## config.mk

```make
export PLATFORM = sky130hd
export DESIGN_NAME = alu_gcd_datapath
export DESIGN_NICKNAME = d
export VERILOG_FILES = /design/src/rtl/alu_gcd_datapath.sv
export SDC_FILE = /design/constraint.sdc
export NUM_CORES = 1
export LEC_CHECK = 0
export ABC_CLOCK_PERIOD_IN_PS = 3900
export BUFFER_PORTS_ARGS = -buffer_cell sky130_fd_sc_hd__buf_2
export CAP_MARGIN = 10
export CELL_PAD_IN_SITES_DETAIL_PLACEMENT = 0
export CELL_PAD_IN_SITES_GLOBAL_PLACEMENT = 1
export CORE_MARGIN = 2
export CORE_UTILIZATION = 50
export DETAILED_ROUTE_END_ITERATION = 12
export PLACE_DENSITY_LB_ADDON = 0.1
export REMOVE_ABC_BUFFERS = 1
export SYNTH_ARGS = -nofsm -noshare
export SYNTH_HDL_FRONTEND = slang
export SYNTH_SLANG_ARGS = --single-unit
```

## constraint.sdc

```tcl
create_clock -name clk -period 3.9 [get_ports clk]
set_input_delay 0.78 -clock clk [delete_from_list [all_inputs] [get_ports clk]]
set_output_delay 0.78 -clock clk [all_outputs]
set_load 0.05 [all_outputs]
```

## src/rtl/alu_gcd_datapath.sv

```systemverilog
// alu_gcd_datapath: enable/done execution unit for ADD/SUB/MUL/GCD (ports: clk, reset, enable, opcode, a, b, invalid_opcode -> result, done, result_valid, error, halted, busy)
module alu_gcd_datapath #(
  parameter int WIDTH = 16,
  parameter int OP_W  = 8
) (
  input  logic             clk,
  input  logic             reset,
  input  logic             enable,
  input  logic [3:0]       opcode,
  input  logic [OP_W-1:0]  a,
  input  logic [OP_W-1:0]  b,
  input  logic             invalid_opcode,
  output logic [WIDTH-1:0] result,
  output logic             done,
  output logic             result_valid,
  output logic             error,
  output logic             halted,
  output logic             busy
);
  typedef enum logic [1:0] {S_IDLE, S_MUL, S_GCD, S_DONE} state_t;
  localparam logic [3:0] OP_ADD = 4'b0001, OP_SUB = 4'b0010, OP_MUL = 4'b0011, OP_GCD = 4'b1011, OP_HALT = 4'b1111;
  state_t state;
  logic enable_q;
  logic [WIDTH-1:0] acc, mcand, acc_next, a_ext, b_ext;
  logic [OP_W-1:0] mplier, x, y;
  logic [3:0] cnt;
  logic start;
  assign a_ext = {{(WIDTH-OP_W){1'b0}}, a};
  assign b_ext = {{(WIDTH-OP_W){1'b0}}, b};
  assign start = enable & ~enable_q;
  assign acc_next = acc + (mplier[0] ? mcand : '0);
  assign done = state == S_DONE;
  assign busy = state != S_IDLE;
  assign result_valid = done | error;
  always_ff @(posedge clk) begin
    if (reset) begin
      state <= S_IDLE;
      enable_q <= 1'b0;
      result <= '0;
      error <= 1'b0;
      halted <= 1'b0;
      acc <= '0;
      mcand <= '0;
      mplier <= '0;
      x <= '0;
      y <= '0;
      cnt <= '0;
    end else begin
      enable_q <= enable;
      error <= 1'b0;
      case (state)
        S_IDLE: if (start) begin
          if (invalid_opcode || !(opcode inside {OP_ADD, OP_SUB, OP_MUL, OP_GCD, OP_HALT})) begin
            result <= '0;
            error <= 1'b1;
          end else if (opcode == OP_HALT) begin
            halted <= 1'b1;
          end else begin
            halted <= 1'b0;
            case (opcode)
              OP_ADD: begin
                result <= a_ext + b_ext;
                state <= S_DONE;
              end
              OP_SUB: begin
                result <= a_ext - b_ext;
                state <= S_DONE;
              end
              OP_MUL: begin
                acc <= '0;
                mcand <= a_ext;
                mplier <= b;
                cnt <= 4'(OP_W);
                state <= S_MUL;
              end
              default: begin
                x <= a;
                y <= b;
                state <= S_GCD;
              end
            endcase
          end
        end
        S_MUL: if (!enable) state <= S_IDLE;
        else begin
          acc <= acc_next;
          mcand <= mcand << 1;
          mplier <= mplier >> 1;
          cnt <= cnt - 4'd1;
          if (cnt == 4'd1) begin
            result <= acc_next;
            state <= S_DONE;
          end
        end
        S_GCD: if (!enable) state <= S_IDLE;
        else if (x == '0 || y == '0) begin
          result <= {{(WIDTH-OP_W){1'b0}}, x | y};
          state <= S_DONE;
        end else if (x == y) begin
          result <= {{(WIDTH-OP_W){1'b0}}, x};
          state <= S_DONE;
        end else if (x > y) x <= x - y;
        else y <= y - x;
        default: state <= S_IDLE;
      endcase
    end
  end
endmodule

```

Word-level counts from Yosys, hierarchy flattened
Index checks and enable logic that the tools add are counted.
{ "totals": {"out_inout_bits": 21, "input_bits": 24, "reg_bits": 81} }
{ "op_classes": {"n_addsub": 6, "n_lt_le_gt_ge": 1, "bitwise_logic": 7, "reduce_logical": 20, "n_mux": 65, "eq_ne": 27} }
{ "ops": {"columns": ["op", "count"], "rows": [
  ["16-bit two-way mux", 19],
  ["8-bit two-way mux", 21],
  ["16-bit one-hot mux with 2 select lines", 3],
  ["16-bit one-hot mux with 3 select lines", 1],
  ["8-bit one-hot mux with 2 select lines", 3],
  ["2-bit != test, second input constant", 12],
  ["4-bit two-way mux", 5],
  ["9-bit AND reduction", 2],
  ["16-bit adder", 1],
  ["8-bit zero test", 2],
  ["2-bit two-way mux", 8],
  ["8-bit subtractor", 2],
  ["8-bit by 8-bit adder with 9-bit output", 1],
  ["3-bit != test, second input constant", 3],
  ["8-bit by 8-bit subtractor with 9-bit output", 1],
  ["4-bit by 1-bit == test with 1-bit output, second input constant", 2],
  ["4-bit by 2-bit == test with 1-bit output, second input constant", 2],
  ["4-bit == test, second input constant", 2],
  ["8-bit == test", 1],
  ["8-bit greater-than comparator", 1],
  ["4-bit != test, second input constant", 2],
  ["8-bit OR", 1],
  ["4-bit one-hot mux with 2 select lines", 1],
  ["8-bit AND reduction", 1],
  ["20 further kinds", 29]
]} }

Depth between registers and ports, before layout
{ "depth": {"ltp_word": 7, "ltp_mapped": 11} }

Least setup slack after synthesis
OpenSTA, ideal clock, no wires.
{ "synth_timing": {"path_kind": "input-to-reg", "startpoint": "input port a[0]", "endpoint": "register result[6]", "t_required_ps": 3758, "arrival_time_ps": 2424, "setup_ps": 142, "path_slack_ps": 1334, "n_path_buf": 0, "path_stages": 9, "cell_sequence": "ha_1 inv_1 fa_1 o21bai_1 nor4b_1 nor4_1 or3_1 nand4_1 o311ai_0"} }
{ "synth_between": {"elab_chain_cells": 6} }
{ "synth_rtl": {"columns": ["element", "line", "source"], "rows": [
  ["start: declaration", "10", "input logic [OP_W-1:0] a,"],
  ["8-bit by 8-bit subtractor with 9-bit output / 8-bit by 8-bit adder with 9-bit output (equally long branches)", "66, 62", null],
  ["16-bit one-hot mux with 2 select lines *", "60", "case (opcode)"],
  ["16-bit two-way mux *", "56", "end else if (opcode == OP_HALT) begin"],
  ["16-bit two-way mux *", "53", "if (invalid_opcode || !(opcode inside {OP_ADD, OP_SUB, OP_MUL, OP_GCD, OP_HALT})) begin"],
  ["16-bit two-way mux *", "52", "S_IDLE: if (start) begin"],
  ["16-bit one-hot mux with 3 select lines *", "51", "case (state)"],
  ["end signal: assignment", "62", "result <= a_ext + b_ext;"],
  ["end signal: assignment", "66", "result <= a_ext - b_ext;"],
  ["end signal: assignment", "91", "result <= acc_next;"],
  ["end: declaration", "13", "output logic [WIDTH-1:0] result,"]
]} }
Mark *: on every way between the ends. The rest lies on a longest branch, timed or not. The select of a mux whose other input is x is not followed.
A chain may end at the register's enable or synchronous reset.

Worst setup path in the final report
{ "layout_timing": {"startpoint": "register mplier[0]", "endpoint": "register result[5]"} }
{ "layout_between": {"elab_chain_cells": 5} }
{ "layout_rtl": {"columns": ["element", "line", "source"], "rows": [
  ["start: declaration", "25", "logic [OP_W-1:0] mplier, x, y;"],
  ["start signal: assignment", "88", "mplier <= mplier >> 1;"],
  ["16-bit two-way mux", "31", "assign acc_next = acc + (mplier[0] ? mcand : '0);"],
  ["16-bit adder", "31", null],
  ["16-bit two-way mux", "90", "if (cnt == 4'd1) begin"],
  ["16-bit two-way mux", "84", "S_MUL: if (!enable) state <= S_IDLE;"],
  ["16-bit one-hot mux with 3 select lines", "51", null],
  ["end signal: assignment", "91", null],
  ["end signal: assignment", "97", "result <= {{(WIDTH-OP_W){1'b0}}, x | y};"],
  ["end signal: assignment", "100", "result <= {{(WIDTH-OP_W){1'b0}}, x};"]
]} }
Every way passes these cells. The select of a mux whose other input is x is not followed.

==> metrics.yaml <==
critical_path:
  worst-path-buf-inv: 1
  reg2regPathDepth: 9
  timing.setup.critical_path_class: "reg2reg"
  critical_path_required_ns: 4.16
  path_max_fanout: 17
  worst_setup_path_start_kind: "flip-flop"
  slowest_stage: "sky130_fd_sc_hd__dfxtp_1"
  critPathCaptureType: "flip-flop"
  timing.critical_path.depth: 9
  worst-endpoint-arrival_ns: 3.17
  critical_path.max_stage_delay_ns: 0.58
  worstPathCellList: "nand2_1, inv_1, ha_1, a211o_1, a221oi_2, mux2_2, o311ai_0, a221oi_1, a211oi_1"
  cpLargestDelayFamily: "compound AO/OA/AOI/OAI gates"
synth:
  synth_enable_flop_cells: 0
  synth_cell_types: 80
  synthesis.area_per_instance_um2: 8.050
  ys_seq_elements: 81
  synthesis.instances: 781
  yosys_warnings: 0
  synthesis.area_um2: 6287
  synth.area.top_cells: "sky130_fd_sc_hd__dfxtp_1, sky130_fd_sc_hd__ha_1, sky130_fd_sc_hd__mux2i_1"
  synth.yosys.seq_area_share_pct: 25.79
  ys_dominant_reg_cell: "sky130_fd_sc_hd__dfxtp_1"
  synth-async-reset-ratio_pct: 0
  yosys.area.top_type: "sky130_fd_sc_hd__dfxtp_1"
  netlist.area_leader.share_pct: 25.79
power:
  power_switching_mw: 2.040
  clkPwrFrac_pct: 23.1
  ir_worst_vdd_mv: 0.3991
  power_frac_comb_pct: 52.0
  power.leakage_nw: 2.747
  internal_power_mw: 2.581
  seq_power_share_pct: 24.9
  power_switching_share_pct: 44.15
  power_density_nw_per_um2: 667.4
floorplanning:
  die_width_um: 116.1
  die_y_um: 116.1
  start_util_pct: 51.70
  site_row_count: 40
  placeable_core_region_um2: 12160
  io_pins: 45
  fp.dieArea_um2: 13490
layout:
  fillerInstances: 1153
  final-instance-count-excl-fill: 975
  num-nets-final: 891
  final_layout_size_suffix_gt1_share_pct: 11.90
  insertedDiodeCount: 0
  syn_to_final_growth_pct: 10.13
  seq_area_um2: 1622
  final_design_area_excluding_fillers_um2: 6924
  multiInputGateArea_um2: 4247
global_route:
  largest_net_degree_at_the_start_of_global_routing: 63
  overflow_after_grt: 0
  via_count_of_the_first_global_routing_pass: 5496
  grt_usage_pct: 26.30
  grt_antenna_before_repair: 0
  grt_first_pass_wirelength_mm: 27.68
timing:
  timing.final.crit_share_pct: 74.70
  hold_ws_ns: 0.4610
  max_freq_mhz: 343.2
  final_hold_vios: 0
  post-route-worst-setup-slack_ns: 0.9865
  timing.max_slew.rel_slack_pct: 33.16
  setup_viol: 0
  finalWorstPathRequiredPeriod_ns: 2.913
  rsz_0062_raised_after_global_routing: "no"
  clock_skews_ns: 0.008823
  setup_tns_ns: 0
  timing_worst_slew_pin_value_ns: 0.9773
  timing_max_transition_violations_final: 0
clock_network:
  clk_transition_reported_paths_ns: 0.06
  cts_max_path_buffers: 2
  cts_tree: "done"
  tritoncts.num_buffers: 9
  post-cts-setup-buffer-count: 0
  worst_skew_pair_latency_ns: 0.35
  postCtsHoldBufs: 0
  cts.repair.resized: 0
  h-tree-depth: 3
  clock_tree.root_cell: "sky130_fd_sc_hd__clkbuf_16"
  cts_num_sinks: 81
placement:
  io_buffer_count: 44
  place.gp.congestion: 0.8820
  dpl_worst_slack_ns: 0.9504
  dp.final_hpwl_mm: 12.85
  placedCellCount: 959
  placed_cell_area_um2: 6558
route:
  detail_route.wl_per_cell_um: 17.34
  drt_pass1_iterations: 5
  wirelength_mm: 16.90
  drt_drc_violations_left: 0
  antenna_violating_nets_post_route: 0
  via_count: 5735
  viasPerCell: 5.882
  drtIter0Drc: 336
min_path:
  min_path_type: "reg2reg"
  hold_depth: 2
status:
  status: "finished, final reports clean"
run:
  number_of_max_capacitance_violations_reported: 0
==> cells by family after synthesis <==
logic type      share of synthesized area (%)
flops                                   25.79
xor+xnor                                3.204
fa+ha+maj                               13.53
buf+inv                                 6.925
mux                                     5.751
simple gates                            21.17
compound gates                          23.62
==> placed cells by master (no fill, tap or decap), types with 4 or more instances in the layout <==
| master | count |
|---|---|
| sky130_fd_sc_hd__nand4_1 | 4 |
| sky130_fd_sc_hd__and2_1 | 20 |
| sky130_fd_sc_hd__a211o_1 | 5 |
| sky130_fd_sc_hd__a211oi_1 | 23 |
| sky130_fd_sc_hd__nor2b_1 | 10 |
| sky130_fd_sc_hd__inv_1 | 51 |
| sky130_fd_sc_hd__nand2_1 | 62 |
| sky130_fd_sc_hd__xor2_1 | 5 |
| sky130_fd_sc_hd__bufinv_16 | 4 |
| sky130_fd_sc_hd__clkbuf_16 | 9 |
| sky130_fd_sc_hd__a31oi_1 | 9 |
| sky130_fd_sc_hd__a21o_1 | 8 |
| sky130_fd_sc_hd__o221ai_1 | 6 |
| sky130_fd_sc_hd__o31ai_1 | 8 |
| sky130_fd_sc_hd__buf_2 | 44 |
| sky130_fd_sc_hd__ha_1 | 59 |
| sky130_fd_sc_hd__nor3_1 | 11 |
| sky130_fd_sc_hd__mux2i_1 | 35 |
| sky130_fd_sc_hd__or3_1 | 6 |
| sky130_fd_sc_hd__nand3_1 | 31 |
| sky130_fd_sc_hd__a2111oi_0 | 5 |
| sky130_fd_sc_hd__o21ai_0 | 32 |
| sky130_fd_sc_hd__o21bai_1 | 5 |
| sky130_fd_sc_hd__or2_2 | 6 |
| sky130_fd_sc_hd__nor4_1 | 6 |
| sky130_fd_sc_hd__nor2_1 | 76 |
| sky130_fd_sc_hd__nor3b_1 | 5 |
| sky130_fd_sc_hd__xnor2_1 | 18 |
| sky130_fd_sc_hd__a41oi_1 | 4 |
| sky130_fd_sc_hd__a21oi_1 | 61 |
| sky130_fd_sc_hd__nand2b_1 | 9 |
| sky130_fd_sc_hd__o211ai_1 | 5 |
| sky130_fd_sc_hd__buf_4 | 8 |
| sky130_fd_sc_hd__dfxtp_1 | 81 |
| sky130_fd_sc_hd__fa_1 | 5 |
==> registers in the layout, summed over array words and instances (netlist names) <==
signal,count
mplier,8
result,16
x,8
mcand,16
halted,1
enable_q,1
cnt,4
error,1
y,8
state,2
acc,16
==> worst min-delay path: stages, from the launching register on <==
cell                      delay (ns)
sky130_fd_sc_hd__dfxtp_1        0.31
sky130_fd_sc_hd__nand2_1        0.05
sky130_fd_sc_hd__a21oi_1        0.05
==> stage by stage <==
stage	power [mW]	util (%)
finish	4.621	56.93
global route	4.933	56.93
CTS	4.620	56.93
detailed placement	3.540	53.92
global placement	3.498	53.92
floorplan	2.935	-
==> synthesized netlist by cell type (4+ instances only) <==
cell type                   count
sky130_fd_sc_hd__dfxtp_1       81
sky130_fd_sc_hd__nor2_1        77
sky130_fd_sc_hd__nand2_1       62
sky130_fd_sc_hd__a21oi_1       61
sky130_fd_sc_hd__ha_1          60
sky130_fd_sc_hd__inv_1         51
sky130_fd_sc_hd__mux2i_1       35
sky130_fd_sc_hd__o21ai_0       32
sky130_fd_sc_hd__nand3_1       31
sky130_fd_sc_hd__a211oi_1      23
sky130_fd_sc_hd__and2_1        20
sky130_fd_sc_hd__clkbuf_1      20
sky130_fd_sc_hd__xnor2_1       18
sky130_fd_sc_hd__nor3_1        11
sky130_fd_sc_hd__nor2b_1       10
sky130_fd_sc_hd__a31oi_1        9
sky130_fd_sc_hd__buf_2          9
sky130_fd_sc_hd__nand2b_1       9
sky130_fd_sc_hd__a21o_1         8
sky130_fd_sc_hd__o31ai_1        8
sky130_fd_sc_hd__nor4_1         6
sky130_fd_sc_hd__o221ai_1       6
sky130_fd_sc_hd__or2_2          6
sky130_fd_sc_hd__or3_1          6
sky130_fd_sc_hd__a2111oi_0      5
sky130_fd_sc_hd__a211o_1        5
sky130_fd_sc_hd__fa_1           5
sky130_fd_sc_hd__nor3b_1        5
sky130_fd_sc_hd__o211ai_1       5
sky130_fd_sc_hd__o21bai_1       5
sky130_fd_sc_hd__xor2_1         5
sky130_fd_sc_hd__a41oi_1        4
sky130_fd_sc_hd__buf_1          4
sky130_fd_sc_hd__clkbuf_8       4
sky130_fd_sc_hd__nand4_1        4
sky130_fd_sc_hd__nor4b_1        4
==> per-layer routing <==
layer	GRT usage [%]	wire [um]
met1	35.90	8067
met2	41.52	7678
met3	3.477	627
met4	12.14	529
met5	0	0
==> final cells by class <==
type                    count  area share, %
clock buffers              10          3.307
clock inverters             6          1.988
inverters                  53          2.873
multi-input cells         605          61.33
flip-flops and latches     81          23.42
well taps                 168          3.036
repair buffers             52          4.048
==> worst paths after layout <==
kind,startpoint,to,slack (ns)
hold reg to reg,mcand[15],mcand[15],0.46
hold / removal,mcand[15],mcand[15],0.46
setup / recovery,mplier[0],result[5],0.99
setup reg to reg,mplier[0],result[5],0.99
==> power by group through the flow <==
stage | Combinational, mW | Clock [mW] | Sequential [mW]
floorplan | 1.68 | 0 | 1.25
CTS | 2.39 | 1.08 | 1.15
global placement | 2.34 | 0 | 1.16
global route | 2.65 | 1.11 | 1.17
detailed placement | 2.37 | 0 | 1.17
finish | 2.40 | 1.07 | 1.15
Power figures use the tool's default switching activity.
